**src/rtl/tile_render_sequencer.sv**
```systemverilog
// Frame-fill sequencer: walks the tile map row-major, fetches each tile type and
// streams every pixel of every tile to the frame buffer over a valid/ready port.
module tile_render_sequencer #(
  parameter int PIXELS_WIDTH     = 16,
  parameter int REL_BITS         = 4,
  parameter int PIXEL_COLOR_BITS = 8,
  parameter int MAP_COLS         = 28,
  parameter int MAP_ROWS         = 31,
  parameter int MAP_ADDR_BITS    = 10,
  parameter int TILE_TYPE_BITS   = 2,
  parameter int FB_ADDR_BITS     = 18
) (
  input  logic                        clk,
  input  logic                        rst_n,
  input  logic                        start,
  output logic                        busy,
  output logic                        done,
  output logic                        map_rd_en,
  output logic [MAP_ADDR_BITS-1:0]    map_addr,
  input  logic [TILE_TYPE_BITS-1:0]   map_tile,
  output logic [TILE_TYPE_BITS-1:0]   tile_type,
  output logic [REL_BITS-1:0]         gfx_x,
  output logic [REL_BITS-1:0]         gfx_y,
  input  logic [PIXEL_COLOR_BITS-1:0] gfx_pixel,
  output logic                        wr_valid,
  input  logic                        wr_ready,
  output logic [FB_ADDR_BITS-1:0]     wr_addr,
  output logic [PIXEL_COLOR_BITS-1:0] wr_data
);

  localparam int COL_W = (MAP_COLS > 1) ? $clog2(MAP_COLS) : 1;
  localparam int ROW_W = (MAP_ROWS > 1) ? $clog2(MAP_ROWS) : 1;
  localparam int LINE_PIXELS = MAP_COLS * PIXELS_WIDTH;

  typedef enum logic [2:0] {
    S_IDLE,
    S_MAP_RD,
    S_MAP_WAIT,
    S_PIX,
    S_DONE
  } state_t;

  state_t                      state_reg, state_next;
  logic                        start_reg;
  logic [COL_W-1:0]            col_reg, col_next;
  logic [ROW_W-1:0]            row_reg, row_next;
  logic [TILE_TYPE_BITS-1:0]   tile_type_next;
  logic [REL_BITS-1:0]         gfx_x_next, gfx_y_next;
  logic                        last_x, last_y, last_col, last_row;

  assign last_x   = (gfx_x == REL_BITS'(PIXELS_WIDTH - 1));
  assign last_y   = (gfx_y == REL_BITS'(PIXELS_WIDTH - 1));
  assign last_col = (col_reg == COL_W'(MAP_COLS - 1));
  assign last_row = (row_reg == ROW_W'(MAP_ROWS - 1));

  // start is sampled into a register and only honoured while idle, so a start
  // arriving during DONE (or mid-frame) is dropped rather than queued.
  always_ff @(posedge clk or negedge rst_n) begin
    if (!rst_n) begin
      state_reg <= S_IDLE;
      start_reg <= 1'b0;
      col_reg   <= '0;
      row_reg   <= '0;
      tile_type <= '0;
      gfx_x     <= '0;
      gfx_y     <= '0;
    end else begin
      state_reg <= state_next;
      start_reg <= start && (state_reg == S_IDLE);
      col_reg   <= col_next;
      row_reg   <= row_next;
      tile_type <= tile_type_next;
      gfx_x     <= gfx_x_next;
      gfx_y     <= gfx_y_next;
    end
  end

  always_comb begin
    state_next     = state_reg;
    col_next       = col_reg;
    row_next       = row_reg;
    tile_type_next = tile_type;
    gfx_x_next     = gfx_x;
    gfx_y_next     = gfx_y;
    case (state_reg)
      S_IDLE: begin
        if (start_reg) begin
          col_next   = '0;
          row_next   = '0;
          state_next = S_MAP_RD;
        end
      end
      S_MAP_RD: state_next = S_MAP_WAIT;
      S_MAP_WAIT: begin
        tile_type_next = map_tile;
        gfx_x_next     = '0;
        gfx_y_next     = '0;
        state_next     = S_PIX;
      end
      S_PIX: begin
        if (wr_ready) begin
          gfx_x_next = last_x ? '0 : gfx_x + REL_BITS'(1);
          if (last_x) begin
            gfx_y_next = last_y ? '0 : gfx_y + REL_BITS'(1);
          end
          if (last_x && last_y) begin
            if (last_col) begin
              col_next = '0;
              if (last_row) begin
                row_next   = '0;
                state_next = S_DONE;
              end else begin
                row_next   = row_reg + ROW_W'(1);
                state_next = S_MAP_RD;
              end
            end else begin
              col_next   = col_reg + COL_W'(1);
              state_next = S_MAP_RD;
            end
          end
        end
      end
      S_DONE:  state_next = S_IDLE;
      default: state_next = S_IDLE;
    endcase
  end

  assign busy      = (state_reg == S_MAP_RD) || (state_reg == S_MAP_WAIT) || (state_reg == S_PIX);
  assign done      = (state_reg == S_DONE);
  assign map_rd_en = (state_reg == S_MAP_RD);
  assign wr_valid  = (state_reg == S_PIX);

  // Address products are formed at 64 bits and truncated only at the port.
  assign map_addr = MAP_ADDR_BITS'(64'(row_reg) * 64'(MAP_COLS) + 64'(col_reg));
  assign wr_addr  = FB_ADDR_BITS'((64'(row_reg) * 64'(PIXELS_WIDTH) + 64'(gfx_y)) * 64'(LINE_PIXELS)
                                  + 64'(col_reg) * 64'(PIXELS_WIDTH) + 64'(gfx_x));
  assign wr_data  = (tile_type != '0) ? gfx_pixel : '0;

endmodule
```
**config.mk**
```make
export PLATFORM = sky130hd
export DESIGN_NAME = tile_render_sequencer
export DESIGN_NICKNAME = d
export VERILOG_FILES = /design/src/rtl/tile_render_sequencer.sv
export SDC_FILE = /design/constraint.sdc
export NUM_CORES = 1
export LEC_CHECK = 0
export ABC_AREA = 1
export CAP_MARGIN = 0
export CORE_MARGIN = 4
export CORE_UTILIZATION = 35
export CTS_CLUSTER_SIZE = 24
export DETAILED_ROUTE_END_ITERATION = 10
export PLACE_DENSITY = 0.62
export RECOVER_POWER = 25
export SYNTH_ARGS = -nofsm -noshare
export SYNTH_HDL_FRONTEND = slang
export SYNTH_SLANG_ARGS = --single-unit
```
**constraint.sdc**
```tcl
create_clock -name clk -period 6 [get_ports clk]
set_input_delay 1.2 -clock clk [delete_from_list [all_inputs] [get_ports clk]]
set_output_delay 1.2 -clock clk [all_outputs]
set_load 0.05 [all_outputs]
```
==> reports/qor.yml, run 1 <==
status:
  outcome: "finished clean"
die:
  coreArea_um2: 6940
  rows: 30
  die_area_um2: 8720
  fp.dieH_um: 93.4
  ioPinCount: 64
  initial_utilization: 0.367
  die-width_um: 93.4
sta:
  max_freq_mhz: 203
  fin_tns_setup_ns: 0
  slew-limit-headroom: 0.251
  fin_crit_ns: 4.93
  timing.final.crit_share: 0.821
  clock_skew_ns: 0.00336
  finalMaxSlewViolations: 0
  setup_viol: 0
  tightest_slew_ns: 1.12
  hold_violations: 0
  rsz0062_at_grt: "false"
clocking:
  cts_max_path_buffers: 2
  postCtsSetupBuffers: 0
  cts_max_level: 1
  holdBufCountCts: 0
  clock_latency_ns: 0.26
  cts_made_buffers: 3
  cts_root_buf: "clkbuf_8"
  cts_resized: 0
  cts_tree: "built"
  cts_sinks: 24
  clkSlewWorstSetupHoldPaths_ns: 0.08
final_layout:
  post-route-util: 0.470
  syn2layout_area_growth_pct: 27.9
  diodes: 0
  finalNonFillerCells: 491
  fin_area_um2: 3260
  final_layout_size_suffix_gt1_frac: 0.0430
  multi_input_area_um2: 1660
  nets: 449
  seq_area_um2: 601
  nFillCells: 691
pwr:
  power_frac_clock: 0.105
  comb_power_share: 0.652
  p_sw_frac: 0.518
  seq_power_share: 0.244
  finalPower_mw: 0.879
  power_per_cell_area_nw_per_um2: 270
  peakVddDrop_v: 0.000135
  internal-power_mw: 0.424
  switchingPower_mw: 0.456
  p_leak_nw: 1.60
logic_synthesis:
  synth_common_cells: "nand2_1 (65), inv_1 (52), nor2_1 (35), ha_1 (26), dfrtp_1 (24)"
  synth.most_common_cell: "nand2_1"
  yosysTopAreaCell: "dfrtp_1"
  ys_seq_area_frac: 0.236
  syn_nets: 390
  syn_avg_cell_area_um2: 7.54
  synth-edff-count: 0
  async_flop_share: 1.00
  netlist_top_cells_area: "dfrtp_1 (24%), ha_1 (13%), nand2_1 (9.6%)"
  yosys_warnings: 0
  netlist_instances: 338
  synthFlopType: "dfrtp_1"
  synth_area_um2: 2550
  synth_cell_types: 36
  synth_top_area_share: 0.236
  ys_ff_latch: 24
critical_path:
  max_stage_delay_ns: 0.80
  cpLargestDelayFamily: "adder cells"
  crit_path_top_delay_cell: "clkdlybuf4s50_1"
  required_ns: 4.80
  cp_max_fo: 8
  crit_path_start_kind: "flip-flop"
  crit_top_cell: "nand2_1"
  worstPathArrival_ns: 3.73
  crit_chain: "fa_1 > ha_1 > fa_1 > nand2_1 > nand2_1 > nand2_1 > nand2_1 > nand2_1 > nand2_1 > nor2_1 > nand3_1 > nor2_1 > nor2_1 > nor2_1 > clkdlybuf4s50_1"
  end_kind: "output pin"
  worstSetupPathType: "flip-flop to output pin"
  crit_buf_inv: 1
drt:
  drtIter0Drc: 53
  wl_um: 5890
  first_pass_iters: 4
  wl_per_cell_um: 12.0
  antenna_left: 0
  num_vias: 2273
  via_per_inst: 4.63
  drc: 0
global_route:
  grt_max_degree: 25
  grt_pass1_vias: 2234
  antenna_found_initial: 0
  grt-ovfl-total: 0
  grt_pass1_wl_um: 10300
  grt_usage: 0.143
run:
  cap_viol_max_count: 0
placed_design:
  io_buffers: 63
  dp_hpwl_um: 5000
  place_congestion: 0.813
  place_area_um2: 3230
  placed_cells: 488
min_path:
  min_path_type: "flip-flop to flip-flop"
per-layer routing:
metal,share of wire,vias to the layer above,global-route usage
met5,0,-,0
met4,0.0070,0,0.0269
met3,0.035,4,0.00885
met2,0.47,38,0.242
met1,0.49,1038,0.201
li1,-,1193,-
cell families after synthesis:
group,after synthesis,share of synthesized area
muxes,2,0.00883
AOI/OAI and AO/OA,39,0.0859
and+or+nand+nor,154,0.281
xor gates and xnor gates,17,0.0584
buffers and inverters,64,0.109
DFF,24,0.236
adders and majority gates,38,0.222
power groups by stage:
| stage | Clock (mW) | Sequential, mW | Combinational (mW) |
|---|---|---|---|
| 3_3_place_gp | 0 | 0.215 | 0.576 |
| 4_1_cts | 0.0958 | 0.215 | 0.580 |
| 5_1_grt | 0.104 | 0.221 | 0.612 |
| 3_5_place_dp | 0 | 0.218 | 0.577 |
| 6_report | 0.0919 | 0.214 | 0.573 |
| 2_1_floorplan | 0 | 0.279 | 0.354 |
per-stage QoR:
step | hold slack [ns] | setup slack (ns)
4_1_cts | 0.540 | 1.05
5_1_grt | 0.556 | 0.752
2_1_floorplan | 0.525 | 1.38
3_3_place_gp | 0.527 | 1.41
3_5_place_dp | 0.521 | 1.34
6_report | 0.535 | 1.07
layout by cell type, fill, tap and decap left out, drive strengths merged:
| cell type | n |
|---|---|
| a21oi | 20 |
| a31oi | 1 |
| a32o | 1 |
| and2 | 2 |
| clkbuf | 3 |
| clkdlybuf4s50 | 58 |
| dfrtp | 24 |
| dlygate4sd3 | 5 |
| fa | 12 |
| ha | 26 |
| inv | 55 |
| mux2 | 2 |
| nand2 | 71 |
| nand3 | 20 |
| nand3b | 4 |
| nand4 | 4 |
| nor2 | 37 |
| nor3 | 12 |
| nor3b | 3 |
| o21a | 1 |
| o21ai | 12 |
| o21bai | 1 |
| o22ai | 2 |
| o31ai | 1 |
| or2 | 1 |
| xnor2 | 8 |
| xor2 | 9 |
path summary, 6_finish.rpt:
path | from | end | slack (ns) | cells after the start
min reg2reg | tile_type[1] | tile_type[1] | 0.54 | 1
min | tile_type[1] | tile_type[1] | 0.54 | 1
max reg2reg | state_reg[0] | row_reg[2] | 3.81 | 9
min in group asynchronous | rst_n | state_reg[1] | 1.60 | 1
max in group asynchronous | rst_n | row_reg[4] | 3.73 | 1
max | gfx_y[2] | wr_addr[17] | 1.07 | 15
final cells by class:
cell class                      instances  share of cell area
Sequential cell                        24               0.184
Multi-Input combinational cell        250               0.510
Clock buffer                            3              0.0127
Timing Repair Buffer                   63               0.193
Tap cell                               96              0.0368
Inverter                               55              0.0633
No activity file was read; power rests on OpenSTA's default activity.
==> run 2: changes to the inputs <==
==> constraint.sdc (replaced) <==
create_clock -name clk -period 4.9 [get_ports clk]
set_input_delay 0.98 -clock clk [delete_from_list [all_inputs] [get_ports clk]]
set_output_delay 0.98 -clock clk [all_outputs]
set_load 0.05 [all_outputs]
==> run 2 against run 1 <==
Effect of this change: die area did not move; count of clock-buffer cells in the layout unchanged; via count increased by 0.66%; critical endpoint is now map_addr[9].
==> reports/qor.yml, run 2 (same netlist as run 1, synthesis figures left out) <==
drt:
  wl_per_cell_um: 12.2  # +2.1%
  wl_um: 6020  # +2.3%
  first_pass_iters: 4  # unchanged
  num_vias: 2288  # +0.66%
  drtIter0Drc: 73  # +38%
  via_per_inst: 4.65  # +0.46%
  antenna_left: 0  # unchanged
  drc: 0  # unchanged
critical_path:
  crit_path_start_kind: "flip-flop"
  cpLargestDelayFamily: "adder cells"
  required_ns: 3.92  # -0.88 ns
  cp_max_fo: 7  # -1
  crit_buf_inv: 2  # +1
  crit_chain: "fa_1 > ha_1 > fa_1 > xnor2_1 > nand3b_1 > inv_1 > and2_1 > nand2_1 > xor2_1 > clkdlybuf4s50_1"
  crit_path_top_delay_cell: "clkdlybuf4s50_1"
  max_stage_delay_ns: 0.81  # about the same
  worstPathArrival_ns: 3.61  # -0.12 ns
  crit_top_cell: "fa_1"
  end_kind: "output pin"
  worstSetupPathType: "flip-flop to output pin"
min_path:
  min_path_type: "flip-flop to flip-flop"
run:
  cap_viol_max_count: 0  # unchanged
sta:
  timing.final.crit_share: 0.936
  rsz0062_at_grt: "false"
  clock_skew_ns: 0.00922  # +0.00586 ns
  hold_violations: 0  # unchanged
  setup_viol: 0  # unchanged
  fin_crit_ns: 4.59
  worst_slack_ns: 0.314  # -0.757 ns
  tightest_slew_ns: 1.11  # -0.00546 ns
  hold_slack_ns: 0.549  # +0.0135 ns
  finalMaxSlewViolations: 0  # unchanged
  slew-limit-headroom: 0.254  # +0.00365
  max_freq_mhz: 218
  fin_tns_setup_ns: 0  # unchanged
global_route:
  grt_usage: 0.146  # +0.00359
  antenna_found_initial: 0  # unchanged
  grt_pass1_vias: 2274  # +1.8%
  grt_pass1_wl_um: 10600  # +2.3%
  grt_max_degree: 25  # unchanged
  grt-ovfl-total: 0  # unchanged
final_layout:
  syn2layout_area_growth_pct: 29.3
  diodes: 0  # unchanged
  layout_commonest_cell: "nand2_1"
  final_cell_mix: "nand2_1 (69), clkdlybuf4s50_1 (55), inv_1 (52), nor2_1 (35), ha_1 (26)"
  finalNonFillerCells: 492  # +0.20%
  final_layout_size_suffix_gt1_frac: 0.0455  # +0.00242
  nFillCells: 698  # +1.0%
  nets: 449  # unchanged
  multi_input_area_um2: 1660  # unchanged
  seq_area_um2: 601  # unchanged
clocking:
  cts_made_buffers: 3  # unchanged
  clkSlewWorstSetupHoldPaths_ns: 0.09  # about the same
  cts_tree: "built"
  cts_sinks: 24  # unchanged
  cts_max_level: 1  # unchanged
  postCtsSetupBuffers: 0  # unchanged
  clock_latency_ns: 0.27  # about the same
  holdBufCountCts: 0  # unchanged
  cts_max_path_buffers: 2  # unchanged
  cts_root_buf: "clkbuf_8"
die:
  die_area_um2: 8720  # unchanged
  initial_utilization: 0.367  # unchanged
  coreArea_um2: 6940  # unchanged
  ioPinCount: 64  # unchanged
  fp.dieH_um: 93.4  # unchanged
  die-width_um: 93.4  # unchanged
  rows: 30  # unchanged
placed_design:
  place_congestion: 0.813  # about the same
  placed_cells: 488  # unchanged
  dp_hpwl_um: 5030  # +0.67%
  dp_slack_ns: 0.452  # -0.883 ns
  io_buffers: 63  # unchanged
status:
  outcome: "finished clean"
pwr:
  p_leak_nw: 1.63  # +2.0%
  power_per_cell_area_nw_per_um2: 345  # +28%
  peakVddDrop_v: 0.000178  # +32%
-- run 2: report_power, final --
part | internal, mW | switching, mW | total [mW]
Sequential | 0.221 | 0.0408 | 0.262
Clock | 0.109 | 0.0659 | 0.175
Combinational | 0.243 | 0.459 | 0.701
-- run 2: worst reg2reg max path, cell delays in order (launching register included) --
cell and delay (ns):
dfrtp_1 0.44, nand2_1 0.09, nor2_2 0.46, o21ai_0 0.30, nand2_1 0.30, nor2_8 0.08, nand2_4 0.12, inv_2 0.08
a21oi_1 0.19, nor3_2 0.05
-- run 2: metrics by stage --
| step | util | instance area [µm²] | power (mW) |
|---|---|---|---|
| finish | 0.475 | 3300 | 1.14 |
| global route | 0.475 | 3300 | 1.21 |
| CTS | 0.475 | 3300 | 1.15 |
| detailed placement | 0.465 | 3230 | 0.974 |
| global placement | 0.465 | 3230 | 0.968 |
| floorplan | - | 2550 | 0.775 |
-- run 2: what timing repair did --
item | CTS | global route
endpoints found under the setup margin | 0 | 3
gates resized for setup | 0 | 3
hold endpoints to repair | 0 | 0
-- run 2: worst paths after layout --
kind	depth (start not counted)	slack, ns	start	endpoint
worst max-delay path	10	0.31	row_reg[2]	map_addr[9]
worst min-delay path	1	0.55	tile_type[1]	tile_type[1]
worst max register to register	9	2.66	state_reg[0]	row_reg[2]
worst min register to register	1	0.55	tile_type[1]	tile_type[1]
max in group asynchronous	1	2.86	rst_n	col_reg[2]
min in group asynchronous	1	1.37	rst_n	gfx_x[0]
-- run 2: area by class of cell --
| class | count | area share |
|---|---|---|
| Multi-Input combinational cell | 250 | 0.504 |
| Inverter | 55 | 0.0626 |
| Timing Repair Buffer | 63 | 0.193 |
| Clock buffer | 3 | 0.0125 |
| Clock inverter | 1 | 0.00910 |
| Tap cell | 96 | 0.0364 |
| Sequential cell | 24 | 0.182 |
-- run 2: per-layer routing --
metal  wire length (µm)  vias to the layer above  global-route usage  part of all wire
met5                  0                        -                   0                 0
met4                 53                        0              0.0354            0.0088
met3                189                        4             0.00724             0.031
met2               2790                       43               0.244              0.46
met1               2990                     1042               0.208              0.50
li1                   -                     1199                   -                 -
==> run 3: changes to the inputs <==
--- a/config.mk
+++ b/config.mk
@@ -11,7 +11,8 @@
 export CORE_UTILIZATION = 35
 export CTS_CLUSTER_SIZE = 24
 export DETAILED_ROUTE_END_ITERATION = 10
-export PLACE_DENSITY = 0.62
+export DONT_BUFFER_PORTS = 1
+export PLACE_DENSITY = 0.51
 export RECOVER_POWER = 25
 export SYNTH_ARGS = -nofsm -noshare
 export SYNTH_HDL_FRONTEND = slang
==> run 3 against run 2 <==
Effect of this change: worst setup slack better by 0.19 ns; worst hold slack got worse by 0.15 ns; critical path type unchanged; cell count shrank 9.3%; wire length fell by 13%; critical endpoint is now wr_addr[17]; combinational power down 32%.
==> reports/qor.yml, run 3 (same netlist as run 1, synthesis figures left out) <==
sta:
  finalMaxSlewViolations: 0  # unchanged
  rsz0062_at_grt: "false"
  clock_skew_ns: 0.00791  # -0.00131 ns
  max_freq_mhz: 227  # +4.2%
  timing.final.crit_share: 0.898  # -0.0380
  fin_crit_ns: 4.40  # -0.186 ns
  worst_slack_ns: 0.501  # +0.186 ns
  hold_violations: 0  # unchanged
  setup_viol: 0  # unchanged
  hold_slack_ns: 0.398  # -0.151 ns
  tightest_slew_ns: 1.07  # -0.0440 ns
  slew-limit-headroom: 0.285  # +0.0311
  fin_tns_setup_ns: 0  # unchanged
final_layout:
  nFillCells: 724  # +3.7%
  syn2layout_area_growth_pct: 9.91
  seq_area_um2: 601  # unchanged
  diodes: 0  # unchanged
  nets: 403  # -10%
  final_layout_size_suffix_gt1_frac: 0.114  # +0.0688
  layout_commonest_cell: "nand2_1"
  final_cell_mix: "nand2_1 (65), inv_1 (52), nor2_1 (35), ha_1 (26), dfrtp_1 (24)"
  multi_input_area_um2: 1680  # +0.90%
  post-route-util: 0.404  # -0.0714
critical_path:
  worstSetupPathType: "flip-flop to output pin"
  max_stage_delay_ns: 0.78  # -0.03 ns
  cpLargestDelayFamily: "adder cells"
  end_kind: "output pin"
  r2r_cells: 8  # -1
  crit_path_top_delay_cell: "dfrtp_1"
  crit_chain: "fa_1 > ha_1 > fa_1 > nand2_1 > nand2_1 > nand2_1 > nand2_1 > nand2_1 > nand2_1 > nor2_1 > nand3_1 > nor2_1 > nor2_1 > nor2_1 > buf_4"
  crit_buf_inv: 1  # -1
  worst-path-stages: 15  # +5
  crit_path_start_kind: "flip-flop"
  worstPathArrival_ns: 3.42  # -0.19 ns
  cp_max_fo: 6  # -1
  crit_top_cell: "nand2_1"
  required_ns: 3.92  # about the same
die:
  die-width_um: 93.4  # unchanged
  ioPinCount: 64  # unchanged
  die_area_um2: 8720  # unchanged
  rows: 30  # unchanged
  coreArea_um2: 6940  # unchanged
  initial_utilization: 0.367  # unchanged
  fp.dieH_um: 93.4  # unchanged
clocking:
  cts_root_buf: "clkbuf_8"
  cts_resized: 0  # unchanged
  clkSlewWorstSetupHoldPaths_ns: 0.09  # about the same
  postCtsSetupBuffers: 0  # unchanged
  holdBufCountCts: 0  # unchanged
  cts_max_path_buffers: 2  # unchanged
  cts_made_buffers: 3  # unchanged
  cts_sinks: 24  # unchanged
  clock_latency_ns: 0.27  # about the same
  cts_tree: "built"
  cts_max_level: 1  # unchanged
placed_design:
  dp_slack_ns: 0.776  # +0.324 ns
  place_congestion: 0.790  # -2.8%
  io_buffers: 0  # -100%
  dp_hpwl_um: 4370  # -13%
pwr:
  power_per_cell_area_nw_per_um2: 364  # +5.5%
  peakVddDrop_v: 0.000158  # -11%
  p_leak_nw: 1.45  # -11%
drt:
  wl_per_cell_um: 11.8  # -3.5%
  met2_length_um: 2430  # -13%
  wl_um: 5270  # -13%
  top_layer: "met3"
  first_pass_iters: 4  # unchanged
  wl_met1_um: 2580  # -14%
  antenna_left: 0  # unchanged
  drc: 0  # unchanged
  num_vias: 2073  # -9.4%
  wl_met3_um: 262  # +39%
  via_per_inst: 4.65  # about the same
  drtIter0Drc: 102  # +40%
run:
  cap_viol_max_count: 0  # unchanged
global_route:
  grt_max_degree: 25  # unchanged
  grt_usage: 0.130  # -0.0162
  grt_pass1_wl_um: 9290  # -12%
  antenna_found_initial: 0  # unchanged
  grt-ovfl-total: 0  # unchanged
  grt_pass1_vias: 2025  # -11%
min_path:
  min_path_type: "input port to asynchronous set/reset pin"
status:
  outcome: "finished clean"
## run 3: final timing paths
path / start / endpoint / slack [ns]
max: gfx_y[1] / wr_addr[17] / 0.50
min: rst_n / row_reg[1] / 0.40
max reg2reg: gfx_x[1] / row_reg[4] / 2.27
min reg2reg: start_reg / state_reg[0] / 0.57
max in group asynchronous: rst_n / state_reg[0] / 4.41
min in group clk: start_reg / state_reg[0] / 0.57
## run 3: per-layer routing
| metal | global-route usage | up-vias |
|---|---|---|
| met5 | 0 | - |
| met4 | 0.0195 | 0 |
| met3 | 0.0282 | 0 |
| met2 | 0.213 | 44 |
| met1 | 0.179 | 929 |
| li1 | - | 1100 |
## run 3: cell type report
cell class | count | share of cell area
multi-input cells | 250 | 0.598
flip-flops and latches | 24 | 0.214
inverters | 55 | 0.0737
repair buffers | 17 | 0.0455
well taps | 96 | 0.0429
clock buffers | 3 | 0.0147
clock inverters | 1 | 0.0107
## run 3: power breakdown
| part | total, mW | internal [mW] | switching, mW |
|---|---|---|---|
| clock | 0.172 | 0.109 | 0.0631 |
| sequential | 0.372 | 0.218 | 0.153 |
| combinational | 0.477 | 0.151 | 0.326 |
| total | 1.02 | 0.478 | 0.542 |
## run 3: stage by stage
step | area (µm²) | cells | total power, mW
4_1_cts | 2800 | 446 | 1.03
6_report | 2800 | 446 | 1.02
3_5_place_dp | 2730 | 442 | 0.856
3_3_place_gp | 2730 | 442 | 0.855
5_1_grt | 2800 | 446 | 1.09
2_1_floorplan | 2550 | 338 | 0.775
## run 3: worst reg2reg max path, stage by stage (launching register included)
cell     delay, ns
dfrtp_1       0.98
ha_1          0.34
nand3_1       0.13
o21ai_1       0.32
nand2_2       0.17
nor2_8        0.17
nand2_4       0.10
a21oi_2       0.23
nor3b_2       0.08
